**src/rtl/reg_alloc_map_unit_pkg.sv**
```systemverilog
//==============================================================================
// Package : rau_pkg
// Shared FSM encoding and default geometry of the register allocation unit.
// Rev 1.0 : initial release
//==============================================================================
`default_nettype none

package rau_pkg;

  localparam int NUM_WARPS_DEF     = 8;
  localparam int REGS_PER_WARP_DEF = 8;
  localparam int NUM_BANKS_DEF     = 4;
  localparam int NUM_ROWS_DEF      = 8;
  localparam int CHUNK_REGS_DEF    = 2;

  localparam int GROUPS = NUM_BANKS_DEF / CHUNK_REGS_DEF;
  localparam int SLOTS  = NUM_ROWS_DEF * GROUPS;
  localparam int CPW    = REGS_PER_WARP_DEF / CHUNK_REGS_DEF;

  typedef logic [1:0] rau_state_t;
  localparam rau_state_t ST_IDLE    = 2'd0;
  localparam rau_state_t ST_ALLOC   = 2'd1;
  localparam rau_state_t ST_DEALLOC = 2'd2;

endpackage

`default_nettype wire

```
**src/rtl/reg_alloc_map_unit_free_pick.sv**
```systemverilog
//==============================================================================
// Module : rau_free_pick
// Lowest-index free slot priority encoder with found flag.
// Rev 1.0 : initial release
//==============================================================================
`default_nettype none

module rau_free_pick #(
  parameter int SLOTS = 16
) (
  input  logic [SLOTS-1:0]         free_vec,
  output logic [$clog2(SLOTS)-1:0] idx,
  output logic                     found
);

  localparam int c_iw = $clog2(SLOTS);

  // Scan downwards so the last hit, the lowest index, wins.
  always_comb begin
    idx   = '0;
    found = 1'b0;
    for (int i = SLOTS - 1; i >= 0; i--) begin
      if (free_vec[i]) begin
        idx   = c_iw'(i);
        found = 1'b1;
      end
    end
  end

endmodule

`default_nettype wire

```
**src/rtl/reg_alloc_map_unit.sv**
```systemverilog
//==============================================================================
// Module : reg_alloc_map_unit
// Allocates RF chunks to warps, frees them on exit, maps logical regs to bank/row.
// Rev 1.0 : initial release
//==============================================================================
`default_nettype none

module reg_alloc_map_unit
  import rau_pkg::*;
#(
  parameter int NUM_WARPS     = NUM_WARPS_DEF,
  parameter int REGS_PER_WARP = REGS_PER_WARP_DEF,
  parameter int NUM_BANKS     = NUM_BANKS_DEF,
  parameter int NUM_ROWS      = NUM_ROWS_DEF,
  parameter int CHUNK_REGS    = CHUNK_REGS_DEF,
  localparam int c_groups = NUM_BANKS / CHUNK_REGS,
  localparam int c_slots  = NUM_ROWS * c_groups,
  localparam int c_cpw    = REGS_PER_WARP / CHUNK_REGS,
  localparam int c_ww     = $clog2(NUM_WARPS),
  localparam int c_lw     = $clog2(REGS_PER_WARP),
  localparam int c_bw     = $clog2(NUM_BANKS),
  localparam int c_rw     = $clog2(NUM_ROWS),
  localparam int c_sw     = $clog2(c_slots),
  localparam int c_fw     = c_sw + 1,
  localparam int c_nw     = $clog2(c_cpw) + 1,
  localparam int c_ew     = (c_cpw > 1) ? $clog2(c_cpw) : 1
) (
  input  logic                 clk,
  input  logic                 rst,
  input  logic                 alloc_req,
  output logic                 alloc_ready,
  input  logic [c_ww-1:0]      alloc_warp,
  input  logic [c_nw-1:0]      alloc_nchunks,
  input  logic [7:0]           alloc_sw_id,
  output logic                 alloc_done,
  output logic                 alloc_err,
  output logic [NUM_WARPS-1:0] alloc_stall,
  input  logic                 dealloc_req,
  output logic                 dealloc_ready,
  input  logic [c_ww-1:0]      dealloc_warp,
  output logic [c_fw-1:0]      free_chunks,
  input  logic [c_ww-1:0]      rd_warp,
  input  logic [c_lw-1:0]      src1_lreg,
  output logic [c_bw-1:0]      src1_bank,
  output logic [c_rw-1:0]      src1_row,
  output logic                 src1_map_ok,
  input  logic [c_lw-1:0]      src2_lreg,
  output logic [c_bw-1:0]      src2_bank,
  output logic [c_rw-1:0]      src2_row,
  output logic                 src2_map_ok,
  output logic [7:0]           rd_sw_id,
  input  logic [c_ww-1:0]      wr_warp,
  input  logic [c_lw-1:0]      wr_lreg,
  output logic [c_bw-1:0]      wr_bank,
  output logic [c_rw-1:0]      wr_row,
  output logic                 wr_map_ok
);

  rau_state_t         r_state;
  logic [c_slots-1:0] r_occ;
  logic [c_cpw-1:0]   r_lut_valid [NUM_WARPS];
  logic [c_sw-1:0]    r_lut_slot  [NUM_WARPS][c_cpw];
  logic [7:0]         r_sw_id     [NUM_WARPS];
  logic [c_ww-1:0]    r_warp;
  logic [c_nw-1:0]    r_count;
  logic [c_ew-1:0]    r_entry;
  logic [c_fw-1:0]    r_free;
  logic               r_done;
  logic               r_err;

  logic [c_sw-1:0]    w_pick;
  logic               w_found;
  logic               w_reject;
  logic               w_dvalid;
  logic [c_sw-1:0]    w_dslot;
  logic               w_last_alloc;
  logic               w_last_dealloc;
  logic [c_ew-1:0]    w_e1;
  logic [c_ew-1:0]    w_e2;
  logic [c_ew-1:0]    w_ew;

  rau_free_pick #(.SLOTS(c_slots)) u_free_pick (
    .free_vec (~r_occ),
    .idx      (w_pick),
    .found    (w_found)
  );

  assign alloc_ready   = (r_state == ST_IDLE) && !dealloc_req;
  assign dealloc_ready = (r_state == ST_IDLE);
  assign alloc_done    = r_done;
  assign alloc_err     = r_err;
  assign free_chunks   = r_free;

  // Checked before accepting so an allocation never ends up half done.
  assign w_reject = (int'(alloc_nchunks) > int'(r_free)) ||
                    (int'(alloc_nchunks) > c_cpw) ||
                    (|r_lut_valid[alloc_warp]);

  assign w_dvalid       = r_lut_valid[r_warp][r_entry];
  assign w_dslot        = r_lut_slot[r_warp][r_entry];
  assign w_last_alloc   = (int'(r_entry) + 1 == int'(r_count));
  assign w_last_dealloc = (int'(r_entry) == c_cpw - 1);

  always_comb begin
    alloc_stall = '0;
    if (r_state == ST_ALLOC) alloc_stall[r_warp] = 1'b1;
  end

  always_ff @(posedge clk or negedge rst) begin
    if (!rst) begin
      r_state <= ST_IDLE;
      r_occ   <= '0;
      r_warp  <= '0;
      r_count <= '0;
      r_entry <= '0;
      r_free  <= c_fw'(c_slots);
      r_done  <= 1'b0;
      r_err   <= 1'b0;
      for (int w = 0; w < NUM_WARPS; w++) begin
        r_lut_valid[w] <= '0;
        r_sw_id[w]     <= '0;
        for (int e = 0; e < c_cpw; e++) r_lut_slot[w][e] <= '0;
      end
    end else begin
      r_done <= 1'b0;
      r_err  <= 1'b0;
      case (r_state)
        ST_IDLE: begin
          if (dealloc_req) begin
            r_warp  <= dealloc_warp;
            r_entry <= '0;
            r_state <= ST_DEALLOC;
          end else if (alloc_req) begin
            if (w_reject) begin
              r_done <= 1'b1;
              r_err  <= 1'b1;
            end else begin
              r_sw_id[alloc_warp] <= alloc_sw_id;
              if (alloc_nchunks == '0) begin
                r_done <= 1'b1;
              end else begin
                r_warp  <= alloc_warp;
                r_count <= alloc_nchunks;
                r_entry <= '0;
                r_state <= ST_ALLOC;
              end
            end
          end
        end
        ST_ALLOC: begin
          if (w_found) begin
            r_lut_valid[r_warp][r_entry] <= 1'b1;
            r_lut_slot[r_warp][r_entry]  <= w_pick;
            r_occ[w_pick]                <= 1'b1;
            r_free                       <= r_free - 1'b1;
            if (w_last_alloc) begin
              r_done  <= 1'b1;
              r_state <= ST_IDLE;
            end else begin
              r_entry <= r_entry + 1'b1;
            end
          end else begin
            r_done  <= 1'b1;
            r_err   <= 1'b1;
            r_state <= ST_IDLE;
          end
        end
        ST_DEALLOC: begin
          if (w_dvalid) begin
            r_lut_valid[r_warp][r_entry] <= 1'b0;
            r_occ[w_dslot]               <= 1'b0;
            r_free                       <= r_free + 1'b1;
          end
          if (w_last_dealloc) r_state <= ST_IDLE;
          else                r_entry <= r_entry + 1'b1;
        end
        default: r_state <= ST_IDLE;
      endcase
    end
  end

  function automatic logic [c_bw+c_rw:0] f_map(input logic            valid,
                                               input logic [c_sw-1:0] slot,
                                               input logic [c_lw-1:0] lreg);
    logic [c_bw-1:0] bank;
    logic [c_rw-1:0] row;
    bank = '0;
    row  = '0;
    if (valid) begin
      row  = c_rw'(int'(slot) / c_groups);
      bank = c_bw'((int'(slot) % c_groups) * CHUNK_REGS + int'(lreg) % CHUNK_REGS);
    end
    return {valid, bank, row};
  endfunction

  assign w_e1 = c_ew'(int'(src1_lreg) / CHUNK_REGS);
  assign w_e2 = c_ew'(int'(src2_lreg) / CHUNK_REGS);
  assign w_ew = c_ew'(int'(wr_lreg) / CHUNK_REGS);

  assign {src1_map_ok, src1_bank, src1_row} =
    f_map(r_lut_valid[rd_warp][w_e1], r_lut_slot[rd_warp][w_e1], src1_lreg);
  assign {src2_map_ok, src2_bank, src2_row} =
    f_map(r_lut_valid[rd_warp][w_e2], r_lut_slot[rd_warp][w_e2], src2_lreg);
  assign {wr_map_ok, wr_bank, wr_row} =
    f_map(r_lut_valid[wr_warp][w_ew], r_lut_slot[wr_warp][w_ew], wr_lreg);

  assign rd_sw_id = r_sw_id[rd_warp];

endmodule

`default_nettype wire

```
**config.mk**
```make
export PLATFORM = sky130hd
export DESIGN_NAME = reg_alloc_map_unit
export DESIGN_NICKNAME = d
export VERILOG_FILES = /design/src/rtl/reg_alloc_map_unit_pkg.sv /design/src/rtl/reg_alloc_map_unit_free_pick.sv /design/src/rtl/reg_alloc_map_unit.sv
export SDC_FILE = /design/constraint.sdc
export NUM_CORES = 1
export LEC_CHECK = 0
export BUFFER_PORTS_ARGS = -buffer_cell sky130_fd_sc_hd__buf_2
export CAP_MARGIN = 10
export CORE_MARGIN = 2
export CORE_UTILIZATION = 55
export DETAILED_ROUTE_END_ITERATION = 10
export PLACE_DENSITY = 0.69
export SYNTH_ARGS = -nofsm -noshare
export SYNTH_HDL_FRONTEND = slang
export SYNTH_SLANG_ARGS = --single-unit
```
**constraint.sdc**
```tcl
create_clock -name clk -period 10.43 [get_ports clk]
set_input_delay 2.086 -clock clk [delete_from_list [all_inputs] [get_ports clk]]
set_output_delay 2.086 -clock clk [all_outputs]
set_load 0.02 [all_outputs]
```
==> qor.json <==
{
  "critical_path": {
    "critical_path.endpoint_type": "primary output",
    "arrival_time_at_the_worst_endpoint_ps": 4740,
    "critPathRequiredTime_ps": 8340,
    "worstSetupPathType": "primary input to primary output",
    "crit_path_cell_chain": "buf_4 -> buf_4 -> mux4_2 -> mux2i_1 -> mux4_2 -> nor2_1 -> buf_2",
    "setup.worst_path.start_class": "primary input",
    "crit_path_max_fanout": 36,
    "critical-path-max-stage-delay_ps": 690,
    "critPathSlowestCell": "buf_4"
  },
  "logic_synthesis": {
    "edff_count_synth": 0,
    "syn-mean-instance-area_um2": 11.3,
    "synth_async_sr_flop_share_pct": 100,
    "synth_area_um2": 15500,
    "combinational_family_with_the_most_area_after_synthesis": "multiplexers",
    "post_synth_mux_area_share_pct": 28.9,
    "synth.net_count": 1420,
    "ys_ff_latch": 257,
    "syn_inst": 1369,
    "synth_compound_area_share_pct": 12.3,
    "synthAdderAreaFrac_pct": 1.26,
    "yosysWarnings": 0,
    "synth.lib_cells_used.distinct": 73,
    "synth_xor_xnor_area_share_pct": 0.396,
    "synth_seq_area_share_pct": 41.6,
    "yosys.area_share.simple_pct": 12.2,
    "synth_flop_cell": "dfrtp_1"
  },
  "layout": {
    "post_route_cells_drive_above_1_share_pct": 26.7,
    "area_growth_syn_to_layout_pct": 9.87,
    "final_non_filler_cell_area_um2": 17000,
    "n_antenna_cell": 0,
    "num-nets-final": 1454
  },
  "timing": {
    "finalSetupViolations": 0,
    "fmax_ghz": 0.147,
    "timing.final.crit_period_ps": 6820,
    "finClkSkew_ps": 24.5,
    "drv_slew": 0,
    "finalCritPeriodShare_pct": 65.4,
    "timing.max_slew.rel_slack_pct": 12.4,
    "timing_worst_slew_pin_value_ps": 1310,
    "final.setup.worst_slack_ps": 3610,
    "hold-worst-slack_ps": 502,
    "report.final.hold_viol_count": 0,
    "setup_total_negative_slack_ps": 0,
    "setup_repair_after_global_routing_missed_its_margin": "false"
  },
  "clocking": {
    "post_cts_buffers": 0,
    "ctsHtreeMaxLevel": 1,
    "post_cts.resized_instances": 0,
    "ctsHoldBuffers": 0,
    "clock_latency_ps": 570,
    "tritoncts_num_sinks": 257,
    "tritoncts.num_buffers": 29,
    "clockBufferDepth": 3,
    "root_buffer": "clkbuf_16",
    "clkSlewWorstSetupHoldPaths_ps": 60,
    "cts_tree": "yes"
  },
  "pwr": {
    "cellLeakagePower_uw": 0.00734,
    "design_power_total_uw": 3790,
    "power-per-cell-area_nw_per_um2": 223,
    "power.ir.vdd_worst_mv": 0.137
  },
  "grt": {
    "track_usage_pct": 31.4,
    "grt_pass1_wl_um": 70300,
    "antenna_found_initial": 0,
    "maximum_number_of_pins_on_one_net_before_global_route_repair": 125,
    "first_global_vias": 11850,
    "globalRouteOverflowTotal": 0
  },
  "route": {
    "first_pass_iters": 6,
    "post_drt_wl_per_cell_um": 25.0,
    "drt-total-wl_um": 44900,
    "residual_antenna_violating_net_count_after_detailed_routing": 0,
    "drc_errors": 0,
    "avgViaCountPerCell": 6.70,
    "initial_detailed_routing_violation_count": 1693,
    "via_count": 12058
  },
  "floorplanning": {
    "core_area_um2": 27700,
    "floorplan.io_pins": 79,
    "floorplan.initialDensity_pct": 55.9,
    "die_y_um": 172,
    "die_x_um": 172,
    "rows": 61,
    "total_die_area_um2": 29500
  },
  "run": {
    "maxCapViolCount": 0
  },
  "placement": {
    "gp_routability_congestion": 0.915,
    "place.detailed.hpwl_um": 30300,
    "placed_cell_area_um2": 16100,
    "port_buffers": 78,
    "dpl_worst_slack_ps": 3600
  },
  "worst_hold_path": {
    "min_path_type": "flip-flop to flip-flop"
  },
  "run_status": {
    "outcome": "complete, no violations"
  }
}
==> cell type report <==
class	count	area, um2
inverter	30	113
tap	378	473
fill	2192	10700
sequential	257	6440
multi-input combinational	992	8540
clock inverter	9	126
clock buffer	40	797
timing repair buffer	93	515
==> metrics by stage <==
stage	utilization (%)	instances
2_1_floorplan	-	1369
3_3_place_gp	58.0	1750
3_5_place_dp	58.0	1750
4_1_cts	61.4	1799
5_1_grt	61.4	1799
6_report	61.4	1799
==> Yosys cell counts, types with 5 or more instances <==
cell / count / area (um2)
nand3_1: 41 / 205
a21oi_1: 22 / 110
o21ai_0: 154 / 771
nor2b_1: 15 / 93.8
ha_1: 14 / 175
nor3_1: 8 / 40.0
mux2_2: 89 / 1000
a31oi_1: 8 / 50.1
a221oi_1: 15 / 131
nand2_1: 202 / 758
buf_2: 28 / 140
xnor2_1: 6 / 52.6
nand3b_1: 5 / 37.5
buf_4: 5 / 37.5
mux2i_1: 58 / 581
dfrtp_1: 256 / 6410
o22a_1: 31 / 272
a22o_1: 5 / 43.8
buf_1: 5 / 18.8
and3_1: 10 / 62.6
o221ai_1: 10 / 87.6
mux4_2: 127 / 2860
nor2_1: 73 / 274
clkbuf_1: 50 / 188
nand2b_1: 11 / 68.8
o2bb2ai_1: 5 / 43.8
inv_1: 30 / 113
==> logic make-up (layout without fill, tap and decap cells) <==
logic type	Yosys count	in the layout
fa+ha+maj	15	15
simple gates	397	397
buf+inv	120	172
xor+xnor	7	7
compound gates	297	297
flops	257	257
mux	276	276
==> critical path: cells and delay by family <==
kind | cells | cell delay, ps
buf+inv | 3 | 1200
mux | 3 | 1370
simple gates | 1 | 40
==> routing by layer <==
layer,track usage [%],routed length (um)
met1,44.3,18000
met5,0,0
met3,7.32,4870
met2,47.3,20100
met4,12.8,1960
==> report_power, final <==
| part | total [uW] | internal, uW | switching (uW) |
|---|---|---|---|
| sequential | 1350 | 1170 | 181 |
| combinational | 1420 | 554 | 868 |
| clock | 1020 | 602 | 415 |
==> worst paths after layout <==
check / start / to / slack, ps / cells past startpoint
max in group asynchronous: rst / r_warp[0] / 7280 / 2
hold / removal: free_chunks[4] / free_chunks[4] / 500 / 1
hold reg to reg: free_chunks[4] / free_chunks[4] / 500 / 1
min in group asynchronous: rst / r_lut_slot[93] / 1620 / 1
setup / recovery: rd_warp[0] / src1_row[2] / 3610 / 7
setup reg to reg: r_warp[2] / flip-flop / 6580 / 9
==> placed cells by master (no fill, tap or decap), types with 5 or more instances in the layout <==
cell type | netlist | routed
clkbuf_1 | 50 | 8
xnor2_1 | 6 | 6
a22o_1 | 5 | 5
inv_1 | 30 | 30
nand2b_1 | 11 | 11
and3_1 | 10 | 10
a221oi_1 | 15 | 15
mux2i_1 | 58 | 58
dfrtp_1 | 256 | 253
nand2_1 | 202 | 202
mux2_2 | 89 | 89
buf_4 | 5 | 16
ha_1 | 14 | 14
nor2b_1 | 15 | 15
o21ai_0 | 154 | 151
o2bb2ai_1 | 5 | 5
nand3b_1 | 5 | 5
nand3_1 | 41 | 41
mux4_2 | 127 | 127
clkbuf_16 | 0 | 29
a31oi_1 | 8 | 8
a21oi_1 | 22 | 22
nor3_1 | 8 | 6
buf_2 | 28 | 76
nor2_1 | 73 | 73
o221ai_1 | 10 | 10
o22a_1 | 31 | 31
No activity file was read; power rests on OpenSTA's default activity.
